<file path="src/rtl/shift32_unit.sv">
// -----------------------------------------------------------------------------
// shift32_unit
// Registered 32-bit logical barrel shifter for the ALU SLL/SRL operations.
// A five-stage right log-shifter (1, 2, 4, 8, 16) does all the shifting.
// Left shifts reuse the same stages: the operand is bit-reversed on the way in,
// shifted right, then reversed again on the way out. Any set bit in S[31:5]
// means the amount is 32 or more, so the result is forced to zero rather than
// being taken modulo 32.
//
// Ports
//   CLK  in   1   system clock, rising edge
//   RST  in   1   asynchronous active-low reset, clears Y
//   D    in   32  operand
//   S    in   32  unsigned shift amount
//   LnR  in   1   1 = shift left, 0 = shift right
//   Y    out  32  registered result, one cycle after D/S/LnR are sampled
// -----------------------------------------------------------------------------
module shift32_unit (
   input  logic        CLK,
   input  logic        RST,
   input  logic [31:0] D,
   input  logic [31:0] S,
   input  logic        LnR,
   output logic [31:0] Y
);

   // Mirror a word end-for-end so that a right shift acts as a left shift
   function automatic logic [31:0] bitReverse(input logic [31:0] data);
      logic [31:0] rev;
      for (int i = 0; i < 32; i++) begin
         rev[i] = data[31 - i];
      end
      return rev;
   endfunction

   // One log-shifter stage: shift right by amt when en is set, else pass through
   function automatic logic [31:0] shrStage(input logic [31:0] data,
                                            input logic        en,
                                            input int unsigned amt);
      logic [31:0] res;
      if (en) begin
         res = data >> amt;
      end else begin
         res = data;
      end
      return res;
   endfunction

   logic [31:0] shiftIn_s;
   logic [31:0] stage1_s;
   logic [31:0] stage2_s;
   logic [31:0] stage4_s;
   logic [31:0] stage8_s;
   logic [31:0] stage16_s;
   logic [31:0] shifted_s;
   logic        outOfRange_s;
   logic [31:0] result_s;
   logic [31:0] y_r;

   // Direction steering and the five right-shift stages
   always_comb begin
      shiftIn_s = 32'h0000_0000;
      shifted_s = 32'h0000_0000;

      if (LnR) begin
         shiftIn_s = bitReverse(D);
      end else begin
         shiftIn_s = D;
      end

      stage1_s  = shrStage(shiftIn_s, S[0], 32'd1);
      stage2_s  = shrStage(stage1_s,  S[1], 32'd2);
      stage4_s  = shrStage(stage2_s,  S[2], 32'd4);
      stage8_s  = shrStage(stage4_s,  S[3], 32'd8);
      stage16_s = shrStage(stage8_s,  S[4], 32'd16);

      if (LnR) begin
         shifted_s = bitReverse(stage16_s);
      end else begin
         shifted_s = stage16_s;
      end
   end

   // Amounts of 32 or more shift every bit out, in either direction
   always_comb begin
      outOfRange_s = |S[31:5];
      if (outOfRange_s) begin
         result_s = 32'h0000_0000;
      end else begin
         result_s = shifted_s;
      end
   end

   // Output register, cleared immediately by reset
   always_ff @(posedge CLK or negedge RST) begin
      if (!RST) begin
         y_r <= 32'h0000_0000;
      end else begin
         y_r <= result_s;
      end
   end

   assign Y = y_r;

endmodule

</file>
<file path="config.mk">
export PLATFORM = sky130hd
export DESIGN_NAME = shift32_unit
export DESIGN_NICKNAME = d
export VERILOG_FILES = /design/src/rtl/shift32_unit.sv
export SDC_FILE = /design/constraint.sdc
export NUM_CORES = 1
export LEC_CHECK = 0
export ABC_AREA = 1
export CORE_MARGIN = 3
export CORE_UTILIZATION = 49
export CTS_CLUSTER_DIAMETER = 100
export CTS_CLUSTER_SIZE = 14
export DETAILED_ROUTE_END_ITERATION = 8
export GPL_ROUTABILITY_DRIVEN = 0
export PLACE_DENSITY = 0.82
export SLEW_MARGIN = 0
export SYNTH_ARGS = -nofsm -noshare
export SYNTH_HDL_FRONTEND = slang
export SYNTH_SLANG_ARGS = --single-unit
</file>
<file path="constraint.sdc">
create_clock -name CLK -period 0.8 [get_ports CLK]
set_input_delay 0.16 -clock CLK [delete_from_list [all_inputs] [get_ports CLK]]
set_output_delay 0.16 -clock CLK [all_outputs]
set_load 0.01 [all_outputs]
</file>
==> results.ini, run 1 <==
[clock_tree]
cts_resized = 613
cts_hold_buf = 0
cts_buffers = 5
post_cts_buffers = 15
cts.sinks = 32
cts_buffer_depth = 2
root_buffer = clkbuf_8
htreeDepth = 2

[die]
fp.dieW_microns = 90.0
io_pins = 99
rows = 29
die_h_microns = 90.0
initial_utilization = 0.523

[synth]
syn_inst = 570
synth_mux_area_frac = 0
synth.most_common_cell = nand3_1
yosysTopAreaCellShare = 0.325
synth_fa_ha_area_frac = 0
syn_area_per_cell_sq_um = 6.06
yosys.cell_types.count = 23
synthTopCellsByCount = 224 x nand3_1, 155 x nand2_1, 32 x dfrtp_1, 31 x a21oi_1, 25 x nor2_1
synth.area.top_cells = nand3_1 32%, dfrtp_1 23%, nand2_1 17%, nand3_2 6.1%, a21oi_1 4.5%
synth_edf_count = 0
synth-xor-area-share = 0
synth_compound_area_frac = 0.0619
synthArstFlopShare = 1.00
seq_area_frac_synth = 0.232
synth.net_count = 637
syn_area_sq_mm = 0.00345
synth_top_area_cell = nand3_1
synth_warnings = 0
synth_top_family_by_area = simple AND/OR/NAND/NOR gates
synth-seq-cells = 32
yosys.area_share.simple = 0.624
yosys_most_used_dff = dfrtp_1

[run_status]
stop_error = [ERROR DPL-0038] Utilization greater than 100%, impossible to legalize
failing_step = 4_1_cts
status = stopped before the end

[placement]
dp_hpwl_microns = 8900
io_buffers = 98

## cell families after synthesis
logic type / Yosys count
flops: 32
compound gates: 42
simple gates: 445
buf+inv: 51
## through the flow
step	setup TNS, ns	util	instances	setup slack (ns)	area (sq um)
2_1_floorplan	-12.42	-	570	-0.416	3820
3_5_place_dp	-40.99	0.738	739	-1.18	4870
3_3_place_gp	-40.23	0.738	739	-1.15	4870
==> run 2, diff against run 1 <==
CORE_UTILIZATION = 40   (was 49)
CTS_CLUSTER_DIAMETER = not set   (was 100)
CTS_CLUSTER_SIZE = not set   (was 14)
PLACE_DENSITY = not set   (was 0.82)
PLACE_DENSITY_LB_ADDON = 0.15   (was not set)
==> run 2 against run 1 <==
The flow now finishes, with violations (negative setup slack). Area after synthesis unchanged. Synthesized cell count unchanged.
==> results.ini, run 2 <==
[synth]
seq_area_frac_synth = 0.232  ; unchanged
synthTopCellsByCount = 224 x nand3_1, 155 x nand2_1, 32 x dfrtp_1, 31 x a21oi_1, 25 x nor2_1
syn_area_per_cell_sq_um = 6.06  ; unchanged
synth_edf_count = 0  ; unchanged
synth.area.top_cells = nand3_1 32%, dfrtp_1 23%, nand2_1 17%, nand3_2 6.1%, a21oi_1 4.5%
synthArstFlopShare = 1.00  ; unchanged
yosysTopAreaCellShare = 0.325  ; unchanged
synth_warnings = 0  ; unchanged
yosys_most_used_dff = dfrtp_1
synth-seq-cells = 32  ; unchanged
synth.most_common_cell = nand3_1
synth_top_area_cell = nand3_1
syn_inst = 570  ; unchanged
yosys.cell_types.count = 23  ; unchanged
synth.net_count = 637  ; unchanged
syn_area_sq_mm = 0.00345  ; unchanged

[clock_tree]
clk_pin_slew_ns = 0.07
cts_buffer_depth = 2  ; unchanged
htreeDepth = 2  ; unchanged
cts.sinks = 32  ; unchanged
cts_buffers = 5  ; unchanged
root_buffer = clkbuf_8
cts_tree = built

[timing]
setup_viol = 64
worst_hold_slack_ns = 0.237
tightest_slew_ns = 0.440
setup_ws_ns = -0.563
final.min_clock_period_ns = 1.36
fmax_ghz = 0.734
period_share = 1.70
grt_setup_unrepaired = true
maxSlewViolCount = 0
hold_violations = 0
relSlewSlack = 0.706

[routing]
drt_first_iter_violations = 905
first_pass_iters = 6
vias_per_cell = 6.76
drc = 0
totalWireLength_microns = 18100
ant_nets = 0
dr_total_vias = 5324
wl_per_cell_microns = 22.9

[finish]
largest_reg_flops = 32
fillCellCount = 538
final_nets = 749
final_common_cell = nand3_2
mostFrequentLayoutCells = 141 x nand3_2, 94 x nand2_1, 71 x nand3_1
antenna_cells = 0
drive_gt1_frac = 0.577
area_growth_pct = 86.3
instances_no_fill = 788

[placement]
io_buffers = 98  ; unchanged
dpl.cell_count = 760  ; +2.8%
dpl_worst_slack_ns = -1.23  ; -0.0516 ns
dp_hpwl_microns = 9320  ; +4.7%

[global_routing]
grt_max_degree = 33
grt_overflow = 0
grt_antenna_before_repair = 0
grt_pass1_wl_microns = 24900
grt.total_usage = 0.310
grt_pass1_vias = 5014

[die]
initial_utilization = 0.416  ; -0.107
fp.dieW_microns = 98.9  ; +10%
io_pins = 99  ; unchanged
rows = 33  ; +14%
die_area_sq_mm = 0.00979
coreArea_sq_mm = 0.00830
die_h_microns = 98.9  ; +10%

[setup_path]
crit_path_end = Y[15]
arrival_ns = 1.54
crit_required_ns = 0.98
slowest_stage = a21oi_2
crit_chain = buf_16 -> inv_12 -> clkbuf_16 -> nand2_2 -> nand3_2 -> nand3_2 -> nand3_2 -> nand3_2 -> nand3_2 -> a21oi_2 -> nor2_1
cp_max_fo = 8
cp-end-kind = register
criticalPathCategory = in2reg
cpMostUsedCell = nand3_2
worstSetupStartpoint = LnR
cpPeakStageDelay_ns = 0.22
cp-start-kind = primary input

[power_and_ir_drop]
finalPower_mw = 6.70
ir_drop_v = 0.000849
powerDensity_mw_per_mm2 = 1040
p_leak_nw = 2.96

[worst_hold_path]
hold_class = in2async

[run_status]
violations = negative setup slack
status = finished, violations left

[job]
drv_cap = 0

-- run 2: cell counts after synthesis --
No cell type changed its count.
-- run 2: per-layer routing --
metal	vias to the layer above	global-route usage	routed length, microns
met5	-	0	0
met4	0	0.125	1280
li1	2221	-	-
met3	158	0.0630	2320
met1	2451	0.393	6280
met2	494	0.514	8200
-- run 2: worst min path at each step --
stage / startpoint / endpoint / slack (ns) / cells past startpoint
2_1_floorplan: RST / Y[0] / -0.14 / 0
3_3_place_gp: RST / Y[29] / 0.54 / 2
3_5_place_dp: RST / Y[24] / 0.55 / 2
4_1_cts: RST / Y[7] / 0.25 / 2
5_1_grt: RST / Y[5] / 0.27 / 2
6_report: RST / Y[7] / 0.24 / 2
-- run 2: worst max-delay path: cells and delay by family --
kind | cells | cell delay [ns]
compound gates | 1 | 0.22
buf+inv | 3 | 0.36
simple gates | 7 | 0.78
-- run 2: cell families after synthesis --
group	after synthesis	share of synthesized area
DFF	32	0.232
buffers and inverters	51	0.0822
AOI/OAI and AO/OA	42	0.0619
and+or+nand+nor	445	0.624
-- run 2: where the power goes --
part	switching, mW	leakage (nW)	internal (mW)
clock network	0.613	0.0645	1.10
registers	0.00000000408	0.447	1.62
logic	2.11	2.45	1.27
total	2.72	2.96	3.98
-- run 2: repair_timing --
item,4_1_cts,5_1_grt
endpoints found under the setup margin,64,64
gates resized for setup,435,77
hold endpoints to repair,0,0
setup buffers,6,1
pin swaps,73,30
gates cloned,11,2
hold buffers,0,0
-- run 2: stage by stage --
step                      setup TNS [ns]   util  cell area (sq um)
after floorplan                   -12.42      -               3820
after global placement            -42.77  0.602               4990
after detailed placement          -43.66  0.602               4990
after CTS                         -16.02  0.724               6010
after global routing              -21.76  0.776               6440
final                             -19.72  0.776               6440
-- run 2: cell type report --
cell class	count	area, sq um	area share
multi-input cells	487	3760	0.584
repair inverters	1	8.76	0.00136
inverters	6	50.0	0.00777
flip-flops and latches	32	801	0.124
clock buffers	7	96.3	0.0150
well taps	105	131	0.0204
repair buffers	149	1560	0.243
clock inverters	1	30.0	0.00466
Power figures use the tool's default switching activity.
==> run 3, diff against run 2 <==
CAP_MARGIN = 20   (was not set)
CTS_CLUSTER_DIAMETER = 100   (was not set)
==> results of run 3 <==
No change in the layout: final DEF, timing and power equal those of run 2.
==> run 4, diff against run 3 <==
MAX_ROUTING_LAYER = met4   (was not set)
SKIP_CTS_REPAIR_TIMING = 1   (was not set)
==> run 4 against run 3 <==
The run still ends with negative setup slack left. Power is 0.33% lower. Critical path type unchanged. Global-route usage is 6.1 points lower. Final area increased by 2.7%.
==> results.ini, run 4 (synthesis results as in run 2) <==
[clock_tree]
cts_buffer_depth = 2  ; unchanged
htreeDepth = 2  ; unchanged
root_buffer = clkbuf_8
cts_buffers = 5  ; unchanged
cts_tree = built
cts.sinks = 32  ; unchanged
clk_pin_slew_ns = 0.07  ; about the same

[die]
coreArea_sq_mm = 0.00830  ; unchanged
die_area_sq_mm = 0.00979  ; unchanged
rows = 33  ; unchanged
io_pins = 99  ; unchanged
die_h_microns = 98.9  ; unchanged
initial_utilization = 0.416  ; unchanged
fp.dieW_microns = 98.9  ; unchanged

[routing]
vias_per_cell = 6.70  ; -0.90%
dr_total_vias = 5323  ; -0.019%
drt_first_iter_violations = 913  ; +0.88%
totalWireLength_microns = 17500  ; -3.0%
first_pass_iters = 7  ; +1
ant_nets = 0  ; unchanged
drc = 0  ; unchanged
wl_per_cell_microns = 22.0  ; -3.9%

[setup_path]
worstSetupStartpoint = LnR
crit_chain = buf_12 -> clkinv_8 -> buf_4 -> nand2_4 -> buf_4 -> nand3_4 -> nand3_4 -> nand3_4 -> nand3_2 -> nand3_2 -> a21oi_1 -> nor2_1
arrival_ns = 1.51  ; -0.03 ns
cp-start-kind = primary input
crit_path_end = Y[15]
criticalPathCategory = in2reg
crit_required_ns = 0.96  ; -0.02 ns
path_buf_inv = 4  ; +1
cp-end-kind = register
cpMostUsedCell = nand3_4
slowest_stage = a21oi_1
path_delay_family = simple AND/OR/NAND/NOR gates
critical_path_depth = 12  ; +1
cpPeakStageDelay_ns = 0.20  ; -0.02 ns
cp_max_fo = 6  ; -2

[global_routing]
grt_antenna_before_repair = 0  ; unchanged
grt_pass1_wl_microns = 19900  ; -20%
grt_max_degree = 36  ; +9.1%
grt_overflow = 0  ; unchanged
grt.total_usage = 0.249  ; -0.0610
grt_pass1_vias = 4240  ; -15%

[timing]
worst_hold_slack_ns = 0.238  ; +0.00146 ns
hold_violations = 0  ; unchanged
period_share = 1.68  ; -0.0234
setup_viol = 64  ; unchanged
maxSlewViolCount = 0  ; unchanged
fmax_ghz = 0.744  ; +1.4%
final.min_clock_period_ns = 1.34  ; -0.0187 ns
tightest_slew_ns = 0.481  ; +0.0406 ns
setup_ws_ns = -0.544  ; +0.0187 ns
relSlewSlack = 0.679  ; -0.0271
grt_setup_unrepaired = true

[finish]
area_growth_pct = 91.3
drive_gt1_frac = 0.561  ; -0.0160
antenna_cells = 0  ; unchanged
largest_reg_flops = 32  ; unchanged
fillCellCount = 522  ; -3.0%
final_area_sq_mm = 0.00661  ; +2.7%
final_nets = 756  ; +0.93%
final_common_cell = nand3_2
instances_no_fill = 795  ; +0.89%
mostFrequentLayoutCells = 122 x nand3_2, 93 x nand2_1, 92 x nand3_1

[power_and_ir_drop]
powerDensity_mw_per_mm2 = 1010  ; -2.9%
ir_drop_v = 0.000818  ; -3.6%
p_leak_nw = 3.39  ; +14%

[worst_hold_path]
hold_class = in2async

[job]
drv_cap = 0  ; unchanged

[placement]
dpl.cell_count = 760  ; unchanged
io_buffers = 98  ; unchanged
post_dp_cell_area_sq_mm = 0.00499  ; unchanged
dp_hpwl_microns = 9320  ; unchanged

[run_status]
violations = negative setup slack
status = finished, violations left

## run 4: worst min-delay path by stage
stage	slack (ns)	depth (start not counted)	endpoint
after global placement	0.54	2	Y[29]
after global routing	0.27	2	Y[2]
after floorplan	-0.14	0	Y[0]
after CTS	0.25	2	Y[7]
final	0.24	2	Y[24]
after detailed placement	0.55	2	Y[24]
## run 4: area by class of cell
class                   count  area, sq um  share of cell area
multi-input cells         487         3730               0.565
repair buffers            155         1760               0.266
flip-flops and latches     32          801               0.121
well taps                 105          131              0.0199
clock buffers               7         96.3              0.0146
inverters                   6         45.0             0.00681
clock inverters             1         30.0             0.00454
repair inverters            2         15.0             0.00227
## run 4: layer usage
| layer | global-route usage | share of wire |
|---|---|---|
| met5 | - | 0 |
| met4 | 0.0588 | 0.056 |
| met3 | 0.0389 | 0.12 |
| met2 | 0.401 | 0.47 |
| met1 | 0.329 | 0.35 |
## run 4: per-stage QoR
step | util | setup TNS [ns] | power, mW | setup WS, ns
final | 0.796 | -19.67 | 6.68 | -0.544
after CTS | 0.617 | -44.40 | 5.63 | -0.942
after global routing | 0.796 | -22.18 | 6.90 | -0.604
after floorplan | - | -12.42 | 3.13 | -0.416
after global placement | 0.602 | -42.77 | 3.90 | -1.22
after detailed placement | 0.602 | -43.66 | 3.94 | -1.23
## run 4: where the power goes
| part | switching, mW | internal, mW |
|---|---|---|
| clock network | 0.616 | 1.10 |
| logic | 2.05 | 1.30 |
| registers | 0.00000000454 | 1.62 |
| total | 2.66 | 4.01 |
